==> src/rtl/uart_tx_unit.sv <==
// 8N1 UART transmitter: host loads a byte, arms it into the shift register,
// then starts the frame. Line idles high and bits leave LSB first.
module uart_tx_unit #(
    parameter int WORD_SIZE = 8,
    parameter int BAUD_DIV  = 16
) (
    input  logic                 clk,
    input  logic                 rst_b,
    input  logic [WORD_SIZE-1:0] data_bus,
    input  logic                 load_xmt_datareg,
    input  logic                 byte_ready,
    input  logic                 t_byte,
    output logic                 serial_out
);

    localparam int BAUD_W = $clog2(BAUD_DIV);
    localparam int BIT_W  = $clog2(WORD_SIZE + 2);
    localparam logic [BAUD_W-1:0] BAUD_LAST = BAUD_W'(BAUD_DIV - 1);
    localparam logic [BIT_W-1:0]  BIT_LAST  = BIT_W'(WORD_SIZE + 1);

    typedef enum logic [1:0] {
        IDLE    = 2'd0,
        WAITING = 2'd1,
        SENDING = 2'd2
    } state_t;

    state_t               state_q, state_d;
    logic [WORD_SIZE-1:0] data_reg;
    logic [WORD_SIZE:0]   shift_q, shift_d;
    logic [BAUD_W-1:0]    baud_q, baud_d;
    logic [BIT_W-1:0]     bit_q, bit_d;

    // Data register is independent of the FSM so a reload never disturbs a frame.
    always_ff @(posedge clk or negedge rst_b) begin
        if (!rst_b) begin
            data_reg <= '0;
        end else if (load_xmt_datareg) begin
            data_reg <= data_bus;
        end
    end

    always_ff @(posedge clk or negedge rst_b) begin
        if (!rst_b) begin
            state_q <= IDLE;
            shift_q <= '1;
            baud_q  <= '0;
            bit_q   <= '0;
        end else begin
            state_q <= state_d;
            shift_q <= shift_d;
            baud_q  <= baud_d;
            bit_q   <= bit_d;
        end
    end

    always_comb begin
        state_d = state_q;
        shift_d = shift_q;
        baud_d  = baud_q;
        bit_d   = bit_q;
        case (state_q)
            IDLE: begin
                if (byte_ready) begin
                    shift_d = {data_reg, 1'b1};
                    state_d = WAITING;
                end
            end
            WAITING: begin
                if (t_byte) begin
                    shift_d[0] = 1'b0;
                    baud_d     = '0;
                    bit_d      = '0;
                    state_d    = SENDING;
                end else if (byte_ready) begin
                    shift_d = {data_reg, 1'b1};
                end
            end
            SENDING: begin
                // Once the stop bit has been shifted in, its final baud period ends the frame.
                if (baud_q == BAUD_LAST) begin
                    baud_d = '0;
                    if (bit_q == BIT_LAST) begin
                        state_d = IDLE;
                    end else begin
                        shift_d = {1'b1, shift_q[WORD_SIZE:1]};
                        bit_d   = bit_q + 1'b1;
                    end
                end else begin
                    baud_d = baud_q + 1'b1;
                end
            end
            default: state_d = IDLE;
        endcase
    end

    assign serial_out = shift_q[0];

endmodule

==> config.mk <==
export PLATFORM = sky130hd
export DESIGN_NAME = uart_tx_unit
export DESIGN_NICKNAME = d
export VERILOG_FILES = /design/src/rtl/uart_tx_unit.sv
export SDC_FILE = /design/constraint.sdc
export NUM_CORES = 1
export LEC_CHECK = 0
export CAP_MARGIN = 10
export CORE_ASPECT_RATIO = 1.1
export CORE_MARGIN = 2
export CORE_UTILIZATION = 40
export CTS_CLUSTER_DIAMETER = 30
export DETAILED_ROUTE_END_ITERATION = 10
export PLACE_DENSITY_LB_ADDON = 0.1
export SLEW_MARGIN = 40
export SYNTH_ARGS = -nofsm -noshare
export SYNTH_HDL_FRONTEND = slang
export SYNTH_SLANG_ARGS = --single-unit
==> constraint.sdc <==
create_clock -name clk -period 4.12 [get_ports clk]
set_input_delay 1.236 -clock clk [delete_from_list [all_inputs] [get_ports clk]]
set_output_delay 1.236 -clock clk [all_outputs]
set_load 0.02 [all_outputs]
# Yosys cells after proc, flatten, opt, wreduce, memory -nomap -nowiden
# Cells that the tools add are included.
# word_totals
in_bits	13
regBits	27
output_inout_bits	1
elab_cells	43
# classes
n_eq_ne	10
n_addsub	2
n_reduce_logical	8
muxes	17
# ops
operator	n
$mux 9	3
$pmux 9 s3	1
$mux 4	4
$pmux 4 s2	2
$ne 2x2->1 const B	6
$reduce_and 4->1	3
$add 4x1->4 const B	2
$eq 4x4->1 const B	2
$mux 2	4
$mux 8	1
$pmux 2 s3	1
$reduce_and 3->1	1
$reduce_bool 3->1	1
$eq 2x1->1 const B	1
$eq 2x2->1 const B	1
$logic_not 2->1	1
$reduce_and 2->1	1
$reduce_bool 2->1	1
$mux 1	1

# Longest topological paths before layout
# Gate-level depths: netlist of the first run.
# depth
ltp_word	4
depth_mapped	6
depth_no_buf	6

# Least setup slack after synthesis of the first run
# OpenSTA, ideal clock, no wires.
# synth_timing
kind	input-to-reg
startpoint	in t_byte
endpoint	reg state_q[1]
n_path_buf	0
t_arrival_ns	1.978
path_slack_ns	2.014
path_stages	4
required_ns	3.992
setup_ns	0.128
path_cell_list	nor2b_1 a21oi_1 o211ai_1 mux2_1
# synth_via
elab_chain_len	2
# synth_lines
item	line	rtl
from (decl)	12	input logic t_byte,
$ne 2x2->1 (no line)	-	
$reduce_and 4->1 (no line)	-	
to (signal assigned)	49	state_q <= state_d;
to (decl)	27	state_t state_q, state_d;
# Every way passes these cells.
# A chain may end at the register's enable or synchronous reset.

# Final worst setup path of the first run
# layout_timing
startpoint	reg shift_q[0]
endpoint	out serial_out
# layout_lines
item	line	rtl
from (decl)	29	logic [WORD_SIZE:0] shift_q, shift_d;
from (signal assigned)	50	shift_q <= shift_d;
to (decl)	13	output logic serial_out
# No word-level cell between the ends.

==> run_results.csv, run 1 <==
group,metric,value,unit
outcome,status,"finished clean",
cts,cts.clk_slew.worst_paths,150,ps
yosys,syn_inst,124,
grt,initial_antenna_violation_count,0,
worst_setup_path,cp_cell_sequence,"clkdlybuf4s50_1",
cts,clk_latency,330,ps
cts,cts_setup_buffers,0,
yosys,post_synth_instance_area,1430,um2
floorplanning,core.rowCount,22,
job,maxCapViolations,0,
floorplanning,core,3390,um2
grt,globalRouteOverflowTotal,0,
power,p_per_area,592,nW/um2
sta,final_critical_path_setup_slack,1370,ps
cts,clock_sink_count,27,
power,vdd_drop_max,0.000204,V
grt,global_route.usage.total,0.149,
yosys,post_synthesis_sequential_element_count,27,
sta,totalNegativeSetupSlack,0,ps
yosys,async_reset_ff_frac,1.00,
yosys,synth_area_leaders,"dfrtp_1 32%, dfstp_2 17%, ha_1 7.9%",
place,pre_cts_slack,1330,ps
grt,grt_pass1_vias,970,
sta,setup-violations-final,0,
grt,grt_first_pass_wirelength,4520,um
cts,cts-htree-levels,1,
finish,finish.utilization,0.486,
detailed_routing,route.vias.total,995,
sta,max_freq,364,MHz
cts,ctsResizeCount,0,
place,placedInstanceArea,1620,um2
yosys,yosysUniqueCellTypes,36,
grt,grt_start_max_net_pins,28,
yosys,netlist_top_cells_count,"18 x dfrtp_1, 9 x dfstp_2, 9 x ha_1, 9 x mux2_1",
detailed_routing,count_of_antenna_violating_nets_left_after_detailed_routing,0,
cts,clk_root_buffer_cell,"clkbuf_4",
power,leakage,0.675,nW
place,hpwl_dp,1850,um
floorplanning,die_h,66.7,um
detailed_routing,wire_per_inst,13.5,um
worst_setup_path,startpoint_type,"flop",
yosys,mean_instance_size_in_the_synthesized_netlist,11.5,um2
detailed_routing,detail_route.vias_per_cell,5.32,
finish,flip_flop_count_of_the_largest_register_after_layout,9,
power,power,0.974,mW
worst_hold_path,hp-class,"reg2reg",
worst_setup_path,worstRegToRegCells,5,
yosys,synthDominantCellAreaShare,0.315,
finish,syn2layout_area_growth,15.1,%
floorplanning,start_util,0.422,
floorplanning,die_width,61.0,um
sta,timing.max_slew.rel_slack,0.540,
place,buffer_ports.inserted,13,
worst_hold_path,cell_count_of_the_worst_hold_path,1,
cts,cts_tree,"yes",
cts,cts_hold_buf,0,
worst_setup_path,critPathSlowestCell,"clkdlybuf4s50_1",
finish,share_of_final_layout_standard_cells_stronger_than_drive_strength_1,0.151,
sta,grt_setup_unrepaired,"no",
finish,design_area,1650,um2
worst_setup_path,max_stage_delay,610,ps
worst_setup_path,critical_path.max_fanout,3,
detailed_routing,drt-pass1-iter-count,6,
yosys,synthesized_netlist_net_count,146,
worst_setup_path,crit_cells,1,
worst_setup_path,timing.critical_path.arrival,1510,ps
yosys,synth_enable_flop_cells,0,
finish,nets,162,
sta,maxSlewViolCount,0,
worst_setup_path,criticalPathCategory,"reg2out",
cts,cts-buffers-inserted,3,
detailed_routing,drc_violation_count_after_routing,0,
yosys,seq_area_frac_synth,0.481,
sta,final_hold_violations,0,
floorplanning,number_of_ports_placed_on_the_die_boundary,14,
yosys,ys_dominant_reg_cell,"dfrtp_1",
yosys,synth_area_leader_cell,"dfrtp_1",
place,gp_congestion,0.806,
yosys,ys_warn_count,0,
worst_setup_path,timing.critical_path.required,2880,ps
sta,worst_pin_slew,686,ps
sta,layout_min_cycle_time,2750,ps
floorplanning,die_area,4070,um2
detailed_routing,final_wirelength,2530,um
sta,finalCritPeriodShare,0.667,
yosys,yosysMostFrequentCell,"dfrtp_1",
worst_setup_path,critical-path-top-delay-family,"buffers and inverters",
worst_setup_path,worst_setup_path_end_kind,"output port",
detailed_routing,drt_iter0_markers,62,
sta,timing.clock.skew,3.78,ps
cts,clock_tree.buffer_depth,2,
worst_setup_path,cp_num_buf_inv,1,
finish,antenna_cells_inserted,0,
## path summary, 6_finish.rpt
| path | from | to | slack (ps) |
|---|---|---|---|
| setup / recovery | shift_q[0] | serial_out | 1370 |
| min in group asynchronous | rst_b | baud_q[0] | 1260 |
| hold / removal | shift_q[1] | shift_q[1] | 490 |
| max in group asynchronous | rst_b | shift_q[0] | 2550 |
| setup reg to reg | state_q[0] | shift_q[7] | 2280 |
| hold reg to reg | shift_q[1] | shift_q[1] | 490 |
## cell type report
type | count | area, um2
clock buffer | 3 | 22.5
clock inverter | 1 | 7.51
fill | 323 | 1740
inverter | 7 | 26.3
multi-input combinational | 87 | 704
sequential | 27 | 687
tap | 48 | 60.1
timing repair buffer | 14 | 138
## kinds of logic after synthesis
logic type      Yosys count  synth area share
flops                    27             0.481
compound gates           37             0.199
mux                      12            0.0963
simple gates             29             0.119
fa+ha+maj                 9            0.0788
buf+inv                  10            0.0263
## per-layer routing
layer,vias up,routed length (um),GRT usage
met5,-,0,0
met3,2,84,0.0291
met1,491,1240,0.206
met4,0,24,0.0571
li1,487,-,-
met2,15,1190,0.227
## cell usage in the layout (no fill, tap or decap)
cell type | Yosys | layout
and2_1 | 1 | 1
a31oi_1 | 2 | 2
inv_2 | 1 | 1
and3b_1 | 1 | 1
nor3b_1 | 1 | 1
o31ai_1 | 1 | 1
nand2_2 | 1 | 1
mux2i_1 | 1 | 1
a22o_1 | 1 | 1
nor2_1 | 4 | 4
nand3_4 | 1 | 1
o21ai_1 | 3 | 3
a32o_1 | 1 | 1
nand3_1 | 3 | 3
nand2_1 | 6 | 6
and3_1 | 2 | 2
nand3b_1 | 1 | 1
inv_1 | 6 | 6
o2bb2ai_1 | 8 | 8
a21bo_1 | 1 | 1
dfrtp_1 | 18 | 18
dfstp_2 | 9 | 9
nor3_1 | 1 | 1
mux2_2 | 1 | 1
a22oi_1 | 8 | 8
buf_4 | 0 | 1
clkdlybuf4s50_1 | 0 | 13
clkinvlp_4 | 0 | 1
o22ai_2 | 1 | 1
mux2_4 | 1 | 1
nor2b_1 | 3 | 3
mux2_1 | 9 | 9
ha_1 | 9 | 9
o211ai_1 | 3 | 3
nand2b_1 | 3 | 3
clkbuf_4 | 0 | 3
a21oi_1 | 7 | 7
a211oi_4 | 1 | 1
nand4b_1 | 1 | 1
## report_power, final
| part | total (mW) | internal (mW) | switching (mW) |
|---|---|---|---|
| sequential | 0.424 | 0.366 | 0.0587 |
| combinational | 0.431 | 0.187 | 0.245 |
| clock | 0.118 | 0.0371 | 0.0814 |
## stage by stage
step | cells | hold WS, ps
3_5_place_dp | 183 | 475
5_1_grt | 187 | 507
2_1_floorplan | 124 | 459
4_1_cts | 187 | 497
3_3_place_gp | 183 | 471
6_report | 187 | 494
Note: power is estimated with default switching activity, not from simulation.
==> run 2, diff against run 1 <==
==> constraint.sdc (replaced) <==
create_clock -name clk -period 2.5 [get_ports clk]
set_input_delay 0.75 -clock clk [delete_from_list [all_inputs] [get_ports clk]]
set_output_delay 0.75 -clock clk [all_outputs]
set_load 0.02 [all_outputs]
==> run_results.csv, run 2 (same netlist as run 1, synthesis figures left out) <==
group,metric,value,unit
sta,setup-violations-final,0,
grt,grt_start_max_net_pins,28,
worst_setup_path,worstRegToRegCells,5,
cts,clk_root_buffer_cell,"clkbuf_4",
finish,syn2layout_area_growth,15.7,%
floorplanning,core,3390,um2
grt,globalRouteOverflowTotal,0,
worst_setup_path,criticalPathCategory,"reg2out",
grt,grt_first_pass_wirelength,4620,um
sta,timing.clock.skew,8.90,ps
finish,commonest_cells_after_routing_fill_and_taps_aside,"18 x dfrtp_1, 13 x clkdlybuf4s50_1, 9 x mux2_1, 9 x ha_1, 9 x dfstp_2",
floorplanning,die_width,61.0,um
worst_hold_path,hold_path_startpoint,"shift_q[8]",
finish,nets,163,
sta,worst_pin_slew,687,ps
cts,cts_setup_buffers,0,
place,gp_congestion,0.795,
worst_setup_path,max_stage_delay,600,ps
detailed_routing,drc_violation_count_after_routing,0,
power,vdd_drop_max,0.000390,V
sta,final_hold_violations,0,
worst_setup_path,critPathSlowestCell,"clkdlybuf4s50_1",
cts,ctsResizeCount,0,
worst_setup_path,cp_num_buf_inv,1,
floorplanning,die_h,66.7,um
sta,layout_min_cycle_time,2250,ps
worst_setup_path,r2r-end,"state_q[1]",
cts,clk_latency,330,ps
detailed_routing,drt_iter0_markers,53,
cts,cts.clk_slew.worst_paths,150,ps
cts,clock_tree.buffer_depth,2,
detailed_routing,final_wirelength,2640,um
worst_setup_path,r2r_setup_slack,690,ps
sta,post_route_worst_hold_slack,497,ps
finish,flip_flop_count_of_the_largest_register_after_layout,9,
place,placed_cells_incl_taps,184,
detailed_routing,route.vias.total,997,
place,buffer_ports.inserted,13,
detailed_routing,detail_route.vias_per_cell,5.30,
floorplanning,die_area,4070,um2
power,leakage,0.680,nW
worst_hold_path,hp-class,"reg2reg",
finish,final-instance-count-excl-fill,188,
floorplanning,core.rowCount,22,
detailed_routing,wire_per_inst,14.0,um
power,p_per_area,987,nW/um2
job,maxCapViolations,0,
worst_setup_path,worst_setup_path_end_kind,"output port",
cts,cts-buffers-inserted,3,
sta,totalNegativeSetupSlack,0,ps
place,hpwl_dp,1960,um
worst_setup_path,timing.critical_path.required,1750,ps
cts,cts-htree-levels,1,
worst_setup_path,critical-path-top-delay-family,"buffers and inverters",
sta,max_freq,444,MHz
sta,grt_setup_unrepaired,"no",
outcome,status,"finished clean",
grt,initial_antenna_violation_count,0,
cts,cts_hold_buf,0,
worst_hold_path,cell_count_of_the_worst_hold_path,1,
worst_setup_path,startpoint_type,"flop",
finish,share_of_final_layout_standard_cells_stronger_than_drive_strength_1,0.157,
floorplanning,number_of_ports_placed_on_the_die_boundary,14,
grt,global_route.usage.total,0.154,
detailed_routing,count_of_antenna_violating_nets_left_after_detailed_routing,0,
cts,cts_tree,"yes",
sta,timing.max_slew.rel_slack,0.540,
worst_setup_path,worstReg2RegStart,"state_q[0]",
finish,layout_commonest_cell,"dfrtp_1",
grt,grt_pass1_vias,993,
sta,maxSlewViolCount,0,
worst_setup_path,cp_cell_sequence,"clkdlybuf4s50_1",
sta,finalCritPeriodShare,0.900,
detailed_routing,drt-pass1-iter-count,6,
finish,antenna_cells_inserted,0,
worst_setup_path,critical_path.max_fanout,3,
cts,clock_sink_count,27,
floorplanning,start_util,0.422,
worst_setup_path,timing.critical_path.arrival,1500,ps
worst_hold_path,hold_path_end,"shift_q[8]",
run 2: cell types whose count changed in the layout (fill, tap and decap cells not counted), sizes merged:
| cell | previous run | this run |
|---|---|---|
| buf | 1 | 2 |
run 2: worst max-delay path by stage:
stage / from / to / slack [ps] / depth (start not counted)
2_1_floorplan: t_byte / state_q[1] / 880 / 4
3_3_place_gp: t_byte / bit_q[0] / 270 / 5
3_5_place_dp: t_byte / bit_q[0] / 250 / 5
4_1_cts: shift_q[0] / serial_out / 240 / 1
5_1_grt: shift_q[0] / serial_out / 200 / 1
6_report: shift_q[0] / serial_out / 250 / 1
run 2: layer usage:
| layer | vias to the layer above | share of wire | GRT usage |
|---|---|---|---|
| met5 | - | 0 | 0 |
| met4 | 0 | 0.0087 | 0.0571 |
| met3 | 2 | 0.034 | 0.0175 |
| met2 | 18 | 0.48 | 0.254 |
| met1 | 490 | 0.47 | 0.205 |
| li1 | 487 | - | - |
run 2: metrics by stage:
stage | cell area (um2) | power [mW] | worst slack (ps) | util
after floorplan | 1430 | 1.24 | 880 | -
after global placement | 1620 | 1.42 | 274 | 0.479
after detailed placement | 1620 | 1.45 | 251 | 0.479
after CTS | 1650 | 1.64 | 237 | 0.488
after global routing | 1650 | 1.78 | 205 | 0.488
final | 1650 | 1.63 | 249 | 0.488
run 2: power breakdown:
part | switching, mW | total [mW] | internal (mW) | leakage [nW]
Combinational | 0.414 | 0.733 | 0.319 | 0.345
Sequential | 0.100 | 0.703 | 0.603 | 0.322
Clock | 0.134 | 0.196 | 0.0611 | 0.0139
run 2: final cells by class:
class	count	area, um2
multi-input cells	87	704
inverters	7	26.3
well taps	48	60.1
flip-flops and latches	27	687
repair buffers	15	145
clock inverters	1	7.51
fillers	324	1730
clock buffers	3	22.5
